[config.mk]
export PLATFORM = sky130hd
export DESIGN_NAME = axis_rr_arbiter_flat
export DESIGN_NICKNAME = d
export VERILOG_FILES = /design/src/rtl/axis_rr_arbiter_if.sv /design/src/rtl/axis_rr_arbiter.sv /design/src/flat_wrapper.sv
export SDC_FILE = /design/constraint.sdc
export NUM_CORES = 1
export LEC_CHECK = 0
export ABC_AREA = 1
export CORE_ASPECT_RATIO = 1.2
export CORE_MARGIN = 1
export CORE_UTILIZATION = 41
export DETAILED_ROUTE_END_ITERATION = 16
export PLACE_DENSITY = 0.86
export RECOVER_POWER = 25
export SLEW_MARGIN = 20
export SYNTH_ARGS = -nofsm -noshare
export SYNTH_HDL_FRONTEND = slang
export SYNTH_SLANG_ARGS = --single-unit
[constraint.sdc]
create_clock -name clk -period 1.6 [get_ports clk]
set_input_delay 0.16 -clock clk [delete_from_list [all_inputs] [get_ports clk]]
set_output_delay 0.16 -clock clk [all_outputs]
set_load 0.01 [all_outputs]
[src/rtl/axis_rr_arbiter_if.sv]
`default_nettype none
// ============================================================================
//  Module   : axis_rr_arbiter_if
//  Purpose  : Bundles the N upstream AXI-Stream lanes and the single
//             downstream AXI-Stream lane of the round-robin arbiter.
//  Signals  : s_tdata  [N*DW] lane i at bits [i*DW +: DW]
//             s_tvalid [N], s_tready [N], s_tlast [N]
//             m_tdata  [DW], m_tvalid, m_tready, m_tlast, m_tid [IW]
//  Modports : slave  - arbiter side (consumes s_*, produces m_*)
//             master - environment side (produces s_*, consumes m_*)
//  Revision : 1.0  initial release
// ============================================================================
interface axis_rr_arbiter_if #(
    parameter int DW = 8,
    parameter int N  = 4,
    parameter int IW = 2
);
    logic [N*DW-1:0] s_tdata;
    logic [N-1:0]    s_tvalid;
    logic [N-1:0]    s_tready;
    logic [N-1:0]    s_tlast;
    logic [DW-1:0]   m_tdata;
    logic            m_tvalid;
    logic            m_tready;
    logic            m_tlast;
    logic [IW-1:0]   m_tid;

    modport slave (
        input  s_tdata, s_tvalid, s_tlast, m_tready,
        output s_tready, m_tdata, m_tvalid, m_tlast, m_tid
    );

    modport master (
        output s_tdata, s_tvalid, s_tlast, m_tready,
        input  s_tready, m_tdata, m_tvalid, m_tlast, m_tid
    );
endinterface
`default_nettype wire

[src/rtl/axis_rr_arbiter.sv]
`default_nettype none
// ============================================================================
//  Module   : axis_rr_arbiter
//  Purpose  : Packet-granular round-robin arbiter sharing one registered
//             AXI-Stream output among N sources. A grant is held from the
//             first beat until the tlast beat is accepted; the source of
//             each output beat is reported on m_tid.
//  Ports    : clk     - clock, rising edge
//             rstn    - synchronous active-low reset
//             axis_io - axis_rr_arbiter_if.slave (s_* inputs, m_* output)
//  Revision : 1.0  initial release
// ============================================================================
module axis_rr_arbiter #(
    parameter int DW = 8,
    parameter int N  = 4,
    parameter int IW = 2
) (
    input  wire                      clk,
    input  wire                      rstn,
    axis_rr_arbiter_if.slave         axis_io
);

    typedef enum logic [0:0] {
        IDLE = 1'b0,
        LOCK = 1'b1
    } state_t;

    state_t          state_q;
    logic [IW-1:0]   grant_q;
    logic [IW-1:0]   last_grant_q;
    logic [DW-1:0]   m_tdata_q;
    logic            m_tvalid_q;
    logic            m_tlast_q;
    logic [IW-1:0]   m_tid_q;

    logic            win_found;
    logic [IW-1:0]   grant_d;
    logic            sel_valid;
    logic            sel_last;
    logic [DW-1:0]   sel_data;
    logic [N-1:0]    ready_vec;
    logic            out_free;
    logic            take;

    // Round-robin search: offsets are scanned from the farthest (N) down to
    // the nearest (1) relative to last_grant, so the last hit written is the
    // closest requester above last_grant, wrapping modulo N.
    always_comb begin
        win_found = 1'b0;
        grant_d   = '0;
        for (int k = N; k >= 1; k--) begin
            for (int i = 0; i < N; i++) begin
                if (axis_io.s_tvalid[i] && (((int'(last_grant_q) + k) % N) == i)) begin
                    win_found = 1'b1;
                    grant_d   = IW'(i);
                end
            end
        end
    end

    // Output register can accept a beat when empty or draining this cycle.
    assign out_free = !m_tvalid_q || axis_io.m_tready;

    // Lane mux for the granted source and the one-hot ready vector.
    always_comb begin
        sel_valid = 1'b0;
        sel_last  = 1'b0;
        sel_data  = '0;
        ready_vec = '0;
        for (int i = 0; i < N; i++) begin
            if (grant_q == IW'(i)) begin
                sel_valid    = axis_io.s_tvalid[i];
                sel_last     = axis_io.s_tlast[i];
                sel_data     = axis_io.s_tdata[i*DW +: DW];
                ready_vec[i] = (state_q == LOCK) && out_free;
            end
        end
    end

    assign take = (state_q == LOCK) && out_free && sel_valid;

    always_ff @(posedge clk) begin
        if (!rstn) begin
            state_q      <= IDLE;
            grant_q      <= '0;
            last_grant_q <= IW'(N - 1);
            m_tdata_q    <= '0;
            m_tvalid_q   <= 1'b0;
            m_tlast_q    <= 1'b0;
            m_tid_q      <= '0;
        end else begin
            // Drain the output register; a beat loaded below overrides this.
            if (m_tvalid_q && axis_io.m_tready) begin
                m_tvalid_q <= 1'b0;
            end

            case (state_q)
                IDLE: begin
                    if (win_found) begin
                        grant_q <= grant_d;
                        state_q <= LOCK;
                    end
                end
                LOCK: begin
                    if (take) begin
                        m_tdata_q  <= sel_data;
                        m_tlast_q  <= sel_last;
                        m_tid_q    <= grant_q;
                        m_tvalid_q <= 1'b1;
                        if (sel_last) begin
                            last_grant_q <= grant_q;
                            state_q      <= IDLE;
                        end
                    end
                end
                default: state_q <= IDLE;
            endcase
        end
    end

    assign axis_io.s_tready = ready_vec;
    assign axis_io.m_tdata  = m_tdata_q;
    assign axis_io.m_tvalid = m_tvalid_q;
    assign axis_io.m_tlast  = m_tlast_q;
    assign axis_io.m_tid    = m_tid_q;

endmodule
`default_nettype wire

[src/flat_wrapper.sv]
// flat-port wrapper written by rule: the top's interface ports become plain ports
module axis_rr_arbiter_flat 
#(
    parameter int DW = 8,
    parameter int N  = 4,
    parameter int IW = 2
)
  (clk, rstn, axis_io_s_tdata, axis_io_s_tvalid, axis_io_s_tlast, axis_io_m_tready, axis_io_s_tready, axis_io_m_tdata, axis_io_m_tvalid, axis_io_m_tlast, axis_io_m_tid);
  axis_rr_arbiter_if #(.DW(DW), .N(N), .IW(IW)) axis_io_i ();
  input  wire clk;
  input  wire rstn;
  input wire logic [$bits(axis_io_i.s_tdata)-1:0] axis_io_s_tdata;
  input wire logic [$bits(axis_io_i.s_tvalid)-1:0] axis_io_s_tvalid;
  input wire logic [$bits(axis_io_i.s_tlast)-1:0] axis_io_s_tlast;
  input wire logic [$bits(axis_io_i.m_tready)-1:0] axis_io_m_tready;
  output wire logic [$bits(axis_io_i.s_tready)-1:0] axis_io_s_tready;
  output wire logic [$bits(axis_io_i.m_tdata)-1:0] axis_io_m_tdata;
  output wire logic [$bits(axis_io_i.m_tvalid)-1:0] axis_io_m_tvalid;
  output wire logic [$bits(axis_io_i.m_tlast)-1:0] axis_io_m_tlast;
  output wire logic [$bits(axis_io_i.m_tid)-1:0] axis_io_m_tid;
  assign axis_io_i.s_tdata = axis_io_s_tdata;
  assign axis_io_i.s_tvalid = axis_io_s_tvalid;
  assign axis_io_i.s_tlast = axis_io_s_tlast;
  assign axis_io_i.m_tready = axis_io_m_tready;
  assign axis_io_s_tready = axis_io_i.s_tready;
  assign axis_io_m_tdata = axis_io_i.m_tdata;
  assign axis_io_m_tvalid = axis_io_i.m_tvalid;
  assign axis_io_m_tlast = axis_io_i.m_tlast;
  assign axis_io_m_tid = axis_io_i.m_tid;
  axis_rr_arbiter #(.DW(DW), .N(N), .IW(IW)) u_core (.clk(clk), .rstn(rstn), .axis_io(axis_io_i));
endmodule
### Yosys cells after proc, flatten, opt, wreduce, memory -nomap -nowiden

Cells that the tools add are included.

* register bits after elaboration: 17
* bits in latches: 0
* bits in writable memories: 0
* memory bits (read-only): 0
* input bits: 43
* logic and storage cells: 118
* memories kept: 0

* add/sub/neg operators: 4
* multiply operators: 0
* div/mod/pow operators: 0
* magnitude comparators: 0
* equality and inequality tests: 15
* shifts and indexed selects: 0
* muxes and demuxes: 54
* bitwise logic cells: 5
* reductions and logical operators: 33

Operators by type and width (number)
* 32-bit logical NOT: 4
* 1-bit 2-to-1 mux: 35
* 8-bit 2-to-1 mux: 4
* 2-bit 2-to-1 mux: 14
* 3-bit equality test, second input constant: 8
* 1-bit logical AND: 19
* 3-bit by 2-bit equality test with 1-bit output, second input constant: 4
* 2-bit OR reduction: 4
* 2-bit by 1-bit adder with 2-bit output, second input constant: 2
* 2-bit adder, second input constant: 2
* 1-bit AND, first input constant: 4
* 2-bit equality test, second input constant: 2
* 2-bit AND reduction: 2
* 3-bit AND reduction: 1
* 2-bit by 1-bit equality test with 1-bit output, second input constant: 1
* 2-bit logical NOT: 1
* 1-bit one-hot mux with 2 select lines: 1
* 1-bit logical NOT: 1
* 1-bit logical OR: 1
* 1-bit NOT: 1

### Depth between registers and ports, before layout

* word-level depth: 23
* mapped depth: 15
* gate-level depth less buffers: 15

### Least setup slack after synthesis

OpenSTA, ideal clock, no wires.

* kind: reg2reg
* from: reg u_core.grant_q[0]
* to: reg u_core.last_grant_q[1]
* library setup time: 0.133 ns
* arrival time: 1.236 ns
* setup slack: 0.231 ns
* cell stages (with the launch flop): 8
* clock period less this slack: 1.369 ns
* path through: dfxtp_1 > buf_6 > or2_1 > buf_2 > o2111ai_4 > nand2_4 > nand2_1 > o211ai_2

* longest elaborated chain between the ends: 7

RTL lines
* from (decl): line axis_rr_arbiter.sv:29 `logic [IW-1:0] grant_q;`
* from (signal assigned): line axis_rr_arbiter.sv:100 `grant_q <= grant_d;`
* 2-bit logical NOT: line axis_rr_arbiter.sv:71 `if (grant_q == IW'(i)) begin`
* 1-bit 2-to-1 mux (4 in a row): line axis_rr_arbiter.sv:71
* 1-bit logical AND: line axis_rr_arbiter.sv:80 `assign take = (state_q == LOCK) && out_free && sel_valid;`
* 3-bit AND reduction (no source line) (*)
* to (signal assigned): line axis_rr_arbiter.sv:86 `last_grant_q <= IW'(N - 1);`
* to (signal assigned): line axis_rr_arbiter.sv:111 `last_grant_q <= grant_q;`
* to (decl): line axis_rr_arbiter.sv:30 `logic [IW-1:0] last_grant_q;`

Every way passes the cells marked *; elsewhere a longest branch is shown, timed or not.
A chain may end at the register's enable or synchronous reset.

### Worst setup path in the final report

* from: reg u_core.grant_q[1]
* to: reg u_core.m_tdata_q[1] (netlist: u_core.axis_io.m_tdata[1])

* longest elaborated chain between the ends: 7

RTL lines
* 2-bit logical NOT: line axis_rr_arbiter.sv:71
* 1-bit 2-to-1 mux (4 in a row): line axis_rr_arbiter.sv:71
* 1-bit logical AND: line axis_rr_arbiter.sv:80
* 2-bit AND reduction (no source line)
* to (signal assigned): line axis_rr_arbiter.sv:106 `m_tdata_q <= sel_data;`
* to (decl): line axis_rr_arbiter.sv:31 `logic [DW-1:0] m_tdata_q;`

Several ways; a longest one is shown, not always the timed one.

==> metrics <==
number of setup violations in the final report 0; hold worst-path end u_core.axis_io.m_tlast; area of the multi-input gates 753 um2; nature of the critical path endpoint flop; Area after DPL 1920 um2; Fmax 667 MHz; Post-CTS Setup Inserts 0; drt drc 0; Final Hold Viols 0; final wirelength 3480 um; Ys Warns 0; Worst Setup Start Kind flop; antenna-violating nets left 0; most used routing layer met2; core area 2840 um2; Cell Int Power 1160 uW; DR WL/cell 12.0 um; period utilization 93.6%; clock network fraction of design power 11.9%; commonest non-fill, non-tap cell in the layout nand2_1; Worst Max-Slew Pin Slew 0.495 ns; clock skew 0.00787 ns; die area 3240 um2; row cnt 21; Die Y-Extent 62.2 um; setup ws final 0.102 ns; pin count of the biggest net entering global routing 16; placed cells 285; clk_lat worst skew 0.30 ns; sw frac 41.1%; setup slack, reg-to-reg 0.10 ns; FF+latch area 354 um2; share of post-route cells with drive strength above 1 20.8%; pwr/cell area 1000 nW/um2; worst slack at placement -0.106 ns; drt pass-1 iters 5; vias per inst 5.31; syn_nets 229; Area Growth Syn to Fin 59.0%; antenna cells 0; Min Clock Period, post-route 1.50 ns; Worst slew margin 66.9%; Final Util 69.3%; most frequent cells in the layout nand2_1, clkdlybuf4s50_1, nand3_1; maximum clock path buffer count 2; routing usage on met1 25.9%; LEAKAGE 0.000884 uW; initial DRC count 56; GRT Total Usage 23.9%; Max Slew Vio Count 0; RSZ-0062 raised after global routing false; die width 52.1 um; Final Cell Area 1970 um2; Reg2Reg Launch Point u_core.grant_q[1]; first-pass GRT wire length 6010 um; Seq pwr share 31.5%; TritonCTS clock tree yes; synthesized area 1240 um2; worst hold path startpoint u_core.axis_io.m_tlast; #FFs+latches synth 17; VDD IR max 0.000779 V; crit path max fanout 6; H-tree levels 1; Global Route met2 Usage 44.7%; Critical Path AT 1.69 ns; Starting Density 43.6%; met3 usage 5.64%; hold_buf cts 0; initial antenna violation count 0; Num CTS Buffers 3; WP data required 1.79 ns; RD Place Congestion 0.940; io pins 59; max-capacitance violation count 0; status completed; sequential fraction of the synthesis area 27.5%; Hold WC Path Type flop to flop; filler instances 240; Clock Sink Count 17; syn_area_per_cell 6.65 um2; setup_tns 0 ns; clk slew on worst S/H paths 0.11 ns; Logic pwr share 56.6%; vias in the first global route 1436; Congestion Overflow GR 0; Post-DP HPWL 2730 um; Net Sw Power 812 uW; crit path kind flop to flop; post-synthesis cell type count 30; R2R Path End u_core.axis_io.m_tdata[1]; fin nets 299; Gate Count Post-Synth 186; Hold Path Depth 2; Worst R2R Path Depth 8; root buffer cell clkbuf_4; IO buf count 58; fin cells 289; Vias 1535
==> kinds of logic after synthesis <==
logic type	synth area share, %
simple gates	39.8
compound gates	20.5
buf+inv	12.1
flops	27.5
==> sequential cells by signal, summed over array words and instances, names as in the netlist <==
register / cells
u_core.axis_io.m_tdata: 8
u_core.axis_io.m_tid: 2
u_core.grant_q: 2
u_core.last_grant_q: 2
u_core.axis_io.m_tlast: 1
u_core.axis_io.m_tvalid: 1
u_core.state_q: 1
==> critical path, cell delays in order (launching register included) <==
cell      delay (ns)
dfxtp_2         0.36
or2_1           0.28
o221ai_2        0.17
o21ai_2         0.10
nand3_4         0.11
inv_4           0.06
buf_4           0.17
nor2_2          0.08
nor2_1          0.05
==> worst max path at each step <==
stage                                 startpoint                   endpoint  slack [ns]
after CTS                 u_core.last_grant_q[0]          u_core.grant_q[0]        0.04
after floorplan                u_core.grant_q[0]     u_core.last_grant_q[1]        0.23
after global placement       axis_io_s_tvalid[3]          u_core.grant_q[0]       -0.08
final                          u_core.grant_q[1]  u_core.axis_io.m_tdata[1]        0.10
after detailed placement     axis_io_s_tvalid[2]          u_core.grant_q[0]       -0.11
after global routing      u_core.last_grant_q[0]          u_core.grant_q[0]        0.01
==> power by group through the flow <==
stage	registers (uW)	clock network (uW)	logic (uW)
final	623	235	1120
after global routing	635	267	1230
after CTS	615	236	1130
after detailed placement	613	0	1130
after global placement	614	0	1110
after floorplan	610	0	673
==> synthesized netlist by cell type <==
cell | instances | share of area (%)
clkbuf_1 | 2 | 0.61
nand2_4 | 1 | 0.91
buf_6 | 5 | 4.6
nor2_2 | 11 | 5.6
dfxtp_1 | 17 | 28
o21ai_0 | 2 | 0.81
or2_1 | 1 | 0.51
o2111ai_4 | 1 | 2.1
inv_4 | 1 | 0.51
o21ai_2 | 1 | 0.71
a31oi_1 | 1 | 0.51
inv_1 | 15 | 4.6
o21bai_1 | 1 | 0.61
buf_2 | 1 | 0.40
nand3_4 | 1 | 1.4
nand3_1 | 22 | 8.9
o221ai_2 | 1 | 1.2
a21oi_1 | 6 | 2.4
nand3_2 | 1 | 0.81
o2111ai_1 | 8 | 5.7
nand2_1 | 49 | 15
nor3_1 | 1 | 0.40
inv_2 | 4 | 1.2
buf_1 | 1 | 0.30
a21oi_2 | 2 | 1.4
o211ai_2 | 1 | 1.0
o21ai_1 | 10 | 4.0
nor2_1 | 16 | 4.9
nand2_2 | 1 | 0.51
nand4_1 | 2 | 1.0
==> area by class of cell <==
class	instances	area share (%)
clock inverters	1	0.255
clock buffers	3	1.15
repair buffers	74	36.0
well taps	34	2.16
multi-input cells	140	38.3
inverters	20	4.07
flip-flops and latches	17	18.0
==> metal layers <==
layer / routed length, um / share of wire [%] / vias up
met4: 38 / 1.1 / 0
met2: 1790 / 51 / 78
met5: 0 / 0 / -
li1: - / - / 762
met3: 312 / 9.0 / 6
met1: 1340 / 39 / 689
==> repair_timing <==
action	in CTS	in global routing
pin swaps	0	0
gates resized for setup	11	5
endpoints found under the setup margin	5	3
==> stage by stage <==
stage	hold WS (ns)	power [uW]
6_report	0.497	1970
5_1_grt	0.513	2130
4_1_cts	0.492	1980
3_5_place_dp	0.474	1750
3_3_place_gp	0.467	1730
2_1_floorplan	0.296	1280
Note: power is estimated with default switching activity, not from simulation.
